### src/rtl/fc_acc_relu_if.sv
// ============================================================================
// Module      : fc_acc_relu_if
// Description : Product-in / result-out handshake bundle for fc_acc_relu.
// Revision    : 1.0 - initial release
// ============================================================================
`default_nettype none

interface fc_acc_relu_if;
   logic [31:0] prod_din;
   logic        prod_valid;
   logic        prod_ready;
   logic [15:0] bias_din;
   logic [15:0] out_dout;
   logic        out_valid;
   logic        out_ready;
   logic        busy;

   modport master (
      output prod_din, prod_valid, bias_din, out_ready,
      input  prod_ready, out_dout, out_valid, busy
   );

   modport slave (
      input  prod_din, prod_valid, bias_din, out_ready,
      output prod_ready, out_dout, out_valid, busy
   );
endinterface

`default_nettype wire

### src/rtl/fc_acc_relu.sv
// ============================================================================
// Module      : fc_acc_relu
// Description : FC neuron tail: accumulate NUM_IN products plus bias, round
//               Q16.16 -> Q8.8, optional ReLU, saturate, valid/ready output.
// Revision    : 1.0 - initial release
// ============================================================================
`default_nettype none

module fc_acc_relu #(
   parameter int NUM_IN    = 64,
   parameter int ACC_WIDTH = 40,
   parameter int FRAC_BITS = 8,
   parameter int RELU_EN   = 1
) (
   input  logic           ap_clk,
   input  logic           ap_rst,
   fc_acc_relu_if.slave   bus
);

   localparam int                         c_cnt_w    = (NUM_IN > 1) ? $clog2(NUM_IN) : 1;
   localparam logic [c_cnt_w-1:0]         c_cnt_last = c_cnt_w'(NUM_IN - 1);
   localparam logic [1:0]                 c_st_acc   = 2'd0;
   localparam logic [1:0]                 c_st_scale = 2'd1;
   localparam logic [1:0]                 c_st_out   = 2'd2;
   localparam logic signed [ACC_WIDTH-1:0] c_round   = ACC_WIDTH'(1) << (FRAC_BITS - 1);
   localparam logic signed [ACC_WIDTH-1:0] c_sat_max = ACC_WIDTH'(32767);
   localparam logic signed [ACC_WIDTH-1:0] c_sat_min = ~c_sat_max;

   logic [1:0]                  r_state;
   logic [c_cnt_w-1:0]          r_cnt;
   logic signed [ACC_WIDTH-1:0] r_acc;
   logic [15:0]                 r_dout;
   logic                        r_valid;

   logic signed [ACC_WIDTH-1:0] w_prod_ext;
   logic signed [ACC_WIDTH-1:0] w_bias_ext;
   logic signed [ACC_WIDTH-1:0] w_sum;
   logic signed [ACC_WIDTH-1:0] w_shr;
   logic [15:0]                 w_sat;
   logic                        w_prod_xfer;

   assign w_prod_ext  = {{(ACC_WIDTH-32){bus.prod_din[31]}}, bus.prod_din};
   assign w_bias_ext  = {{(ACC_WIDTH-16){bus.bias_din[15]}}, bus.bias_din} << FRAC_BITS;
   // First beat of a neuron seeds the sum with the bias instead of the old acc.
   assign w_sum       = ((r_cnt == '0) ? w_bias_ext : r_acc) + w_prod_ext;
   assign w_shr       = (r_acc + c_round) >>> FRAC_BITS;
   assign w_prod_xfer = bus.prod_valid && (r_state == c_st_acc);

   always_comb begin
      w_sat = w_shr[15:0];
      if ((RELU_EN != 0) && w_shr[ACC_WIDTH-1]) begin
         w_sat = 16'h0000;
      end else if (w_shr > c_sat_max) begin
         w_sat = 16'h7fff;
      end else if (w_shr < c_sat_min) begin
         w_sat = 16'h8000;
      end
   end

   always_ff @(posedge ap_clk) begin
      if (ap_rst) begin
         r_state <= c_st_acc;
         r_cnt   <= '0;
         r_acc   <= '0;
         r_dout  <= '0;
         r_valid <= 1'b0;
      end else begin
         case (r_state)
            c_st_acc: begin
               if (w_prod_xfer) begin
                  r_acc <= w_sum;
                  if (r_cnt == c_cnt_last) begin
                     r_cnt   <= '0;
                     r_state <= c_st_scale;
                  end else begin
                     r_cnt <= r_cnt + c_cnt_w'(1);
                  end
               end
            end
            c_st_scale: begin
               r_dout  <= w_sat;
               r_valid <= 1'b1;
               r_state <= c_st_out;
            end
            c_st_out: begin
               if (bus.out_ready) begin
                  r_valid <= 1'b0;
                  r_state <= c_st_acc;
               end
            end
            default: r_state <= c_st_acc;
         endcase
      end
   end

   assign bus.prod_ready = (r_state == c_st_acc);
   assign bus.out_dout   = r_dout;
   assign bus.out_valid  = r_valid;
   assign bus.busy       = (r_cnt != '0) || (r_state != c_st_acc);

endmodule

`default_nettype wire

### src/flat_wrapper.sv
// flat-port wrapper written by rule: the top's interface ports become plain ports
module fc_acc_relu_flat 
#(
   parameter int NUM_IN    = 64,
   parameter int ACC_WIDTH = 40,
   parameter int FRAC_BITS = 8,
   parameter int RELU_EN   = 1
)
  (ap_clk, ap_rst, bus_prod_din, bus_prod_valid, bus_bias_din, bus_out_ready, bus_prod_ready, bus_out_dout, bus_out_valid, bus_busy);
  fc_acc_relu_if bus_i ();
  input  logic ap_clk;
  input  logic ap_rst;
  input wire logic [$bits(bus_i.prod_din)-1:0] bus_prod_din;
  input wire logic [$bits(bus_i.prod_valid)-1:0] bus_prod_valid;
  input wire logic [$bits(bus_i.bias_din)-1:0] bus_bias_din;
  input wire logic [$bits(bus_i.out_ready)-1:0] bus_out_ready;
  output wire logic [$bits(bus_i.prod_ready)-1:0] bus_prod_ready;
  output wire logic [$bits(bus_i.out_dout)-1:0] bus_out_dout;
  output wire logic [$bits(bus_i.out_valid)-1:0] bus_out_valid;
  output wire logic [$bits(bus_i.busy)-1:0] bus_busy;
  assign bus_i.prod_din = bus_prod_din;
  assign bus_i.prod_valid = bus_prod_valid;
  assign bus_i.bias_din = bus_bias_din;
  assign bus_i.out_ready = bus_out_ready;
  assign bus_prod_ready = bus_i.prod_ready;
  assign bus_out_dout = bus_i.out_dout;
  assign bus_out_valid = bus_i.out_valid;
  assign bus_busy = bus_i.busy;
  fc_acc_relu #(.NUM_IN(NUM_IN), .ACC_WIDTH(ACC_WIDTH), .FRAC_BITS(FRAC_BITS), .RELU_EN(RELU_EN)) u_core (.ap_clk(ap_clk), .ap_rst(ap_rst), .bus(bus_i));
endmodule
### config.mk
export PLATFORM = sky130hd
export DESIGN_NAME = fc_acc_relu_flat
export DESIGN_NICKNAME = d
export VERILOG_FILES = /design/src/rtl/fc_acc_relu_if.sv /design/src/rtl/fc_acc_relu.sv /design/src/flat_wrapper.sv
export SDC_FILE = /design/constraint.sdc
export NUM_CORES = 1
export LEC_CHECK = 0
export ABC_AREA = 0
export BUFFER_PORTS_ARGS = -buffer_cell sky130_fd_sc_hd__buf_2
export CORE_MARGIN = 1
export CORE_UTILIZATION = 38
export DETAILED_ROUTE_END_ITERATION = 8
export PLACE_DENSITY = 0.63
export SYNTH_ARGS = -nofsm -noshare
export SYNTH_HDL_FRONTEND = slang
export SYNTH_SLANG_ARGS = --single-unit
### constraint.sdc
create_clock -name ap_clk -period 5.6 [get_ports ap_clk]
set_input_delay 0.84 -clock ap_clk [delete_from_list [all_inputs] [get_ports ap_clk]]
set_output_delay 0.84 -clock ap_clk [all_outputs]
set_load 0.02 [all_outputs]
==> metrics.md, run 1 <==
| Metric | Value |
|---|---|
| Clock latency on the worst-skew pair | 0.34 ns |
| Synth cell types | 59 |
| Crit-path most repeated cell | nand2_1 |
| Sink Count | 65 |
| Worst VDD drop | 132.9 uV |
| Slew margin rel. | 0.3103 |
| Clk pwr share | 0.326 |
| Worst Path Arrival | 4.65 ns |
| Min-Delay Startpoint | u_core.bus.out_dout[2] |
| Post-Synth Adder-Cell Area | 0.1005 |
| Gp weighted congestion | 0.8519 |
| Reg-to-reg critical path startpoint | u_core.r_cnt[2] |
| Worst path top cell family by delay | simple AND/OR/NAND/NOR gates |
| Grt met2 use | 0.3434 |
| Post-synth EDFFs | 0 |
| Slowest stage delay, CP | 0.55 ns |
| Share of layout cells above drive strength 1 | 0.1346 |
| R2r setup slk | 1.17 ns |
| WL/cell | 15.25 um |
| First-pass GRT wire length | 24940 um |
| Worst slew pin tran | 1.032 ns |
| Post-synth top area cell | dfxtp_1 |
| Final Setup Violations | 0 |
| DR iter-0 viols | 317 |
| Number of remaining DRC errors | 0 |
| Sequential share of power | 0.319 |
| Min cycle time layout | 4.431 ns |
| CP Cell Sequence | nor4_1 > nand2_1 > and2_1 > ha_1 > nand2_1 > nor3_1 > o211ai_1 > a211oi_1 > o2111ai_1 > a21oi_1 > o21bai_1 > o21ai_0 > mux2_2 |
| Die Width | 121.5 um |
| Layout area overhead | 13.65% |
| Die Area | 14770 um2 |
| Switching share of power | 0.3795 |
| GRT Overall Usage | 0.2155 |
| Hold endpoint | u_core.bus.out_dout[2] |
| Clock root cell | clkbuf_16 |
| Post-synthesis mux area share | 0.007607 |
| Initial Utilization | 0.3910 |
| Synth Area in XOR/XNOR | 0.08230 |
| Gr ovfl total | 0 |
| Cell internal pwr | 1.139 mW |
| Post-Syn Area | 5428 um2 |
| DRT Pass-1 Iters | 5 |
| Worst R2R End | u_core.r_acc[39] |
| Compound-Gate Fraction of Synth Area | 0.2349 |
| # rows | 43 |
| Via density | 5.452 |
| Deepest clock path buffer count | 2 |
| Final hold vios | 0 |
| Worst Path Buf+Inv | 0 |
| Final design instance area without fill | 6168 um2 |
| CP endpoint kind | flip-flop |
| Lkg Pwr | 2.943 nW |
| Synth async-reset ratio | 0 |
| Fmax | 225.7 MHz |
| RSZ-0062 raised after global routing | no |
| Worst hold stages | 2 |
| Max Cap Violations | 0 |
| Synth top area share | 0.2397 |
| Worst r2r path cells | 13 |
| Required @ worst endpoint | 5.82 ns |
| Slew Viols, Final | 0 |
| Final setup margin | 1.169 ns |
| Simple-Gate Fraction of Synth Area | 0.2902 |
| Setup TNS | 0 ns |
| Max Fanout on Critical Path | 22 |
| Crit. path cell count | 13 |
| Cells after synthesis | 757 |
| Placed Instances | 974 |
| Initial antenna violation count | 0 |
| Met3 usage | 0.03102 |
| FF+latch count, synth | 65 |
| Post-Place Cell Area | 5854 um2 |
| Number of global-route vias before repair | 5074 |
| Num ports | 71 |
| DP HPWL | 11220 um |
| Syn Area/Cell | 7.170 um2 |
| Final worst path period share | 0.7912 |
| Aggregate routed wire length | 15100 um |
| Crit path max-delay cell type | nand2_1 |
| Post-CTS setup buffers | 0 |
| Largest family of logic cells by synthesized area | simple AND/OR/NAND/NOR gates |
| Clock-pin slew on the worst setup and hold paths | 0.07 ns |
| Top Usage Layer GRT | met2 |
| Total power | 1.835 mW |
| Worst hold path type | flip-flop to flip-flop |
| Status | finished, final reports clean |
| Final ANT Viol Nets | 0 |
| Deepest level of the CTS H-tree | 3 |
| PortBufs | 70 |
| Critical path type | flip-flop to flip-flop |
| Dominant synthesized flop cell | dfxtp_1 |
| Startpoint types | flip-flop |
| Sequential share of the synthesized area | 0.2397 |
| Post-CTS Resized | 0 |
| Routing usage on met1 | 0.2971 |
| Non-filler cells, final | 990 |
| Core area | 13880 um2 |
| CTS tree | yes |
| Ys Warns | 0 |
| Layout Nets | 900 |
| Power density cells | 297.5 nW/um2 |
| Switching Power | 696.4 uW |
| Die Y | 121.5 um |
| Synth area leaders | dfxtp_1 24%, nand2_1 12%, ha_1 9.7%, a21oi_1 6.2%, a21o_1 4.7% |
| Maximum number of pins on one net before global-route repair | 44 |
| Synthesized Nets | 852 |
| Vias | 5397 |
| Worst Clk Skew | 0.01191 ns |
| Combinational Power Share | 0.355 |
| Num CTS Buffers | 9 |
| CTS Hold Bufs | 0 |
| # diodes | 0 |
| DP Worst Slack | 1.241 ns |
## registers in the layout, indices dropped and copies added, names as in the netlist
register and flops:
u_core.r_acc 40, u_core.r_state 2, u_core.bus.out_valid 1, u_core.bus.out_dout 16, u_core.r_cnt 6
## Yosys cell counts, drive strengths merged, types with 3 or more instances
master   count
a21o        34
nand4       12
dfxtp       65
or3          6
clkbuf      26
a22oi        3
ha          42
a2111oi      6
a211oi       8
a21oi       77
a31oi       13
and3        16
nor2b        9
buf         10
nor3        13
nand3b       3
nand3       28
nand2      167
o21a         4
inv         19
nor4         6
mux2i        3
and2        12
xnor2       23
and4         3
o21bai       4
nor2        52
o21ai       32
xor2        28
nand2b       4
o31ai        4
## layout by cell type, fill, tap and decap left out, types with 16 or more instances in the layout
cell type  synthesis  routed
a21o_1            34      34
a21oi_1           67      67
and3_1            16      16
buf_2              1      70
dfxtp_1           65      65
ha_1              42      42
inv_1             18      18
nand2_1          167     167
nand3_1           26      26
nor2_1            51      51
o21ai_0           29      29
xnor2_1           23      23
xor2_1            28      28
## worst min-delay path, cell delays in order (launching register included)
cell     delay (ns)
dfxtp_1        0.30
nand2_1        0.05
o21ai_1        0.05
## area by class of cell
cell class                      instances  area, um2
Timing Repair Buffer                   73      372.9
Clock inverter                          6      75.07
Fill cell                            1486       7712
Tap cell                              180      225.2
Clock buffer                           10      239.0
Sequential cell                        65       1301
Multi-Input combinational cell        637       3884
Inverter                               19      71.32
## power groups by stage
stage | logic, mW | registers, mW | clock network (mW)
floorplan | 0.519 | 0.560 | 0
global placement | 0.642 | 0.592 | 0
detailed placement | 0.639 | 0.593 | 0
CTS | 0.644 | 0.583 | 0.610
global route | 0.731 | 0.594 | 0.632
finish | 0.652 | 0.585 | 0.598
## worst max-delay path by stage
stage | startpoint | endpoint | slack [ns]
6_report | u_core.r_cnt[2] | u_core.r_acc[39] | 1.17
5_1_grt | u_core.r_cnt[2] | u_core.r_acc[35] | 0.75
4_1_cts | u_core.r_cnt[2] | u_core.r_acc[39] | 1.19
3_5_place_dp | u_core.r_cnt[2] | u_core.r_acc[39] | 1.24
3_3_place_gp | u_core.r_cnt[5] | u_core.r_acc[39] | 1.44
2_1_floorplan | u_core.r_cnt[5] | u_core.r_acc[32] | 1.91
## per-layer routing
layer	routed length, um	share of wire	vias up
li1	-	-	2774
met1	7557	0.50	2466
met2	6656	0.44	144
met3	693	0.046	13
met4	191	0.013	0
met5	0	0	-
## cell families (layout without fill, tap and decap cells)
kind of cell | Yosys count | count (layout)
and+or+nand+nor | 339 | 339
AOI/OAI and AO/OA | 200 | 200
DFF | 65 | 65
buffers and inverters | 55 | 108
xor gates and xnor gates | 51 | 51
adders and majority gates | 43 | 43
muxes | 4 | 4
## through the flow
step | utilization | hold slack [ns]
6_report | 0.4444 | 0.4393
5_1_grt | 0.4444 | 0.4689
4_1_cts | 0.4444 | 0.4464
3_5_place_dp | 0.4218 | 0.4380
3_3_place_gp | 0.4218 | 0.4300
2_1_floorplan | - | 0.4273
(Power assumes the default switching activity.)
==> run 2, diff against run 1 <==
PLACE_DENSITY = 0.66   (was 0.63)
clock period = 3.7 ns   (was 5.6 ns; I/O delays follow)
==> run 2 against run 1 <==
Fmax is 23% higher. Count of clock-buffer cells in the layout stayed put. Worst hold slack better by 0.0053 ns. Flip-flop and latch count stayed put. Via count is 3.8% higher. Non-clock buffer count is 38 higher. First-iteration DRC count is 12% lower.
==> metrics.md, run 2 (synthesized netlist as in run 1, its figures left out) <==
| Metric | Value |
|---|---|
| Final ANT Viol Nets | 0 (unchanged) |
| Gp weighted congestion | 0.8711 (+2.3%) |
| # diodes | 0 (unchanged) |
| Required @ worst endpoint | 3.93 ns (-1.89 ns) |
| Maximum number of pins on one net before global-route repair | 43 (-2.3%) |
| Status | finished, final reports clean |
| Hold_ws | 0.4447 ns (+0.005339 ns) |
| Layout fillers | 1410 (-5.1%) |
| Fmax | 278.0 MHz (+23%) |
| Clock-pin slew on the worst setup and hold paths | 0.06 ns (about the same) |
| DP HPWL | 11600 um (+3.4%) |
| GRT Overall Usage | 0.2125 (-0.002981) |
| Layout area overhead | 21.23% |
| Worst r2r path cells | 16 (+3) |
| RSZ-0062 raised after global routing | yes |
| Lkg Pwr | 3.153 nW (+7.1%) |
| Reg-to-reg critical path startpoint | u_core.r_cnt[5] |
| Die Area | 14770 um2 (unchanged) |
| Critical path type | flip-flop to flip-flop |
| Slew margin rel. | 0.3709 (+0.06067) |
| Share of layout cells above drive strength 1 | 0.1946 (+0.06001) |
| Worst hold path type | flip-flop to flip-flop |
| Die Y | 121.5 um (unchanged) |
| Power density cells | 449.6 nW/um2 (+51%) |
| Slew Viols, Final | 0 (unchanged) |
| DR iter-0 viols | 278 (-12%) |
| Sink Count | 65 (unchanged) |
| Min cycle time layout | 3.597 ns (-0.8341 ns) |
| Critical Path Source | u_core.r_cnt[5] |
| Aggregate routed wire length | 15270 um (+1.1%) |
| Num ports | 71 (unchanged) |
| Layout Nets | 938 (+4.2%) |
| Num CTS Buffers | 9 (unchanged) |
| Most frequent cells in the layout | 166 x nand2_1, 70 x buf_2, 65 x dfxtp_1 |
| Number of global-route vias before repair | 5145 (+1.4%) |
| Deepest level of the CTS H-tree | 3 (unchanged) |
| CP endpoint kind | flip-flop |
| Biggest register | u_core.r_acc |
| Worst R2R End | u_core.r_acc[32] |
| Clock root cell | clkbuf_16 |
| Worst slew pin tran | 0.9401 ns (-0.09197 ns) |
| Initial Utilization | 0.3910 (unchanged) |
| Worst Clk Skew | 0.004542 ns (-0.007371 ns) |
| First-pass GRT wire length | 24760 um (-0.69%) |
| DRT Pass-1 Iters | 5 (unchanged) |
| CTS tree | yes |
| Core area | 13880 um2 (unchanged) |
| # rows | 43 (unchanged) |
| Deepest clock path buffer count | 2 (unchanged) |
| Max Cap Violations | 0 (unchanged) |
| Final Setup Violations | 0 (unchanged) |
| R2r setup slk | 0.10 ns (-1.07 ns) |
| Final hold vios | 0 (unchanged) |
| Worst hold stages | 1 (-1) |
| Most common cell after layout, fill and taps aside | nand2_1 |
| Max Fanout on Critical Path | 16 (-27%) |
| Setup TNS | 0 ns (unchanged) |
| Number of remaining DRC errors | 0 (unchanged) |
| Gr ovfl total | 0 (unchanged) |
| Clock latency on the worst-skew pair | 0.34 ns (about the same) |
| Worst VDD drop | 402.8 uV (+200%) |
| Die Width | 121.5 um (unchanged) |
| Initial antenna violation count | 0 (unchanged) |
| Largest register FFs | 40 (unchanged) |
| WL/cell | 14.85 um (-2.6%) |
| Worst Path Arrival | 3.83 ns (-0.82 ns) |
| Startpoint types | flip-flop |
| PortBufs | 70 (unchanged) |
| Via density | 5.451 (about the same) |
| Final worst path period share | 0.9721 (+0.1809) |
| Vias | 5604 (+3.8%) |
| Worst setup path endpoint | u_core.r_acc[32] |
## run 2: cell types whose count changed in the layout (fill, tap and decap cells not counted), sizes merged
cell | previous run | this run
clkinv | 2 | 0
bufinv | 1 | 3
buf | 73 | 111
inv | 21 | 20
clkinvlp | 1 | 2
## run 2: final cells by class
| cell class | instances | area, um2 | area share |
|---|---|---|---|
| Inverter | 19 | 71.32 | 0.01084 |
| Timing Repair Buffer | 111 | 658.1 | 0.1000 |
| Multi-Input combinational cell | 637 | 3981 | 0.6051 |
| Tap cell | 180 | 225.2 | 0.03423 |
| Clock buffer | 10 | 229.0 | 0.03480 |
| Sequential cell | 65 | 1301 | 0.1978 |
| Clock inverter | 6 | 113.9 | 0.01730 |
## run 2: where the power goes
part	switching, mW	total [mW]	internal (mW)	leakage [nW]
sequential	0.111	0.881	0.770	0.532
clock	0.328	0.989	0.660	0.159
combinational	0.610	1.09	0.479	2.46
total	1.05	2.96	1.91	3.15
## run 2: how the worst min path moves through the flow
stage | start | to | slack [ns]
2_1_floorplan | u_core.r_acc[6] | u_core.r_acc[6] | 0.43
3_3_place_gp | u_core.bus.out_dout[1] | u_core.bus.out_dout[1] | 0.43
3_5_place_dp | u_core.bus.out_dout[9] | u_core.bus.out_dout[9] | 0.44
4_1_cts | u_core.bus.out_dout[9] | u_core.bus.out_dout[9] | 0.45
5_1_grt | u_core.bus.out_dout[5] | u_core.bus.out_dout[5] | 0.46
6_report | u_core.bus.out_dout[5] | u_core.bus.out_dout[5] | 0.44
## run 2: metal layers
layer	GRT usage	up-vias	wire (um)
met4	0.07716	0	211
met2	0.3349	146	6798
met1	0.2905	2588	7382
met5	0	-	0
li1	-	2848	-
met3	0.03477	22	874
## run 2: critical path, stage by stage, from the launching register on
cell and delay, ns:
dfxtp_1 0.34, nor4_4 0.32, nand2_2 0.13, buf_4 0.21, nand2_1 0.08, nand2_1 0.06, ha_1 0.30, a21o_1 0.20
a21o_1 0.21, a2111oi_2 0.42, buf_4 0.18, o31ai_1 0.06, a21o_1 0.21, a31o_2 0.28, a31oi_2 0.21, mux2i_1 0.20
nand2_1 0.06
## run 2: through the flow
stage | total power [mW] | instance area (um2) | worst slack [ns] | utilization | std cells
global route | 3.140 | 6580 | -0.08866 | 0.4740 | 1028
CTS | 2.926 | 6477 | 0.008960 | 0.4666 | 1026
finish | 2.958 | 6580 | 0.1032 | 0.4740 | 1028
global placement | 1.927 | 6125 | -0.01662 | 0.4412 | 1010
detailed placement | 1.930 | 6125 | -0.07227 | 0.4412 | 1010
floorplan | 1.633 | 5428 | 0.01010 | - | 757
## run 2: timing repair
action / in CTS / in global routing
endpoints found under the hold margin: 0 / 0
setup buffers: 0 / 2
setup endpoints to repair: 7 / 19
pin swaps: 0 / 5
hold buffers: 0 / 0
gates resized for setup: 3 / 23
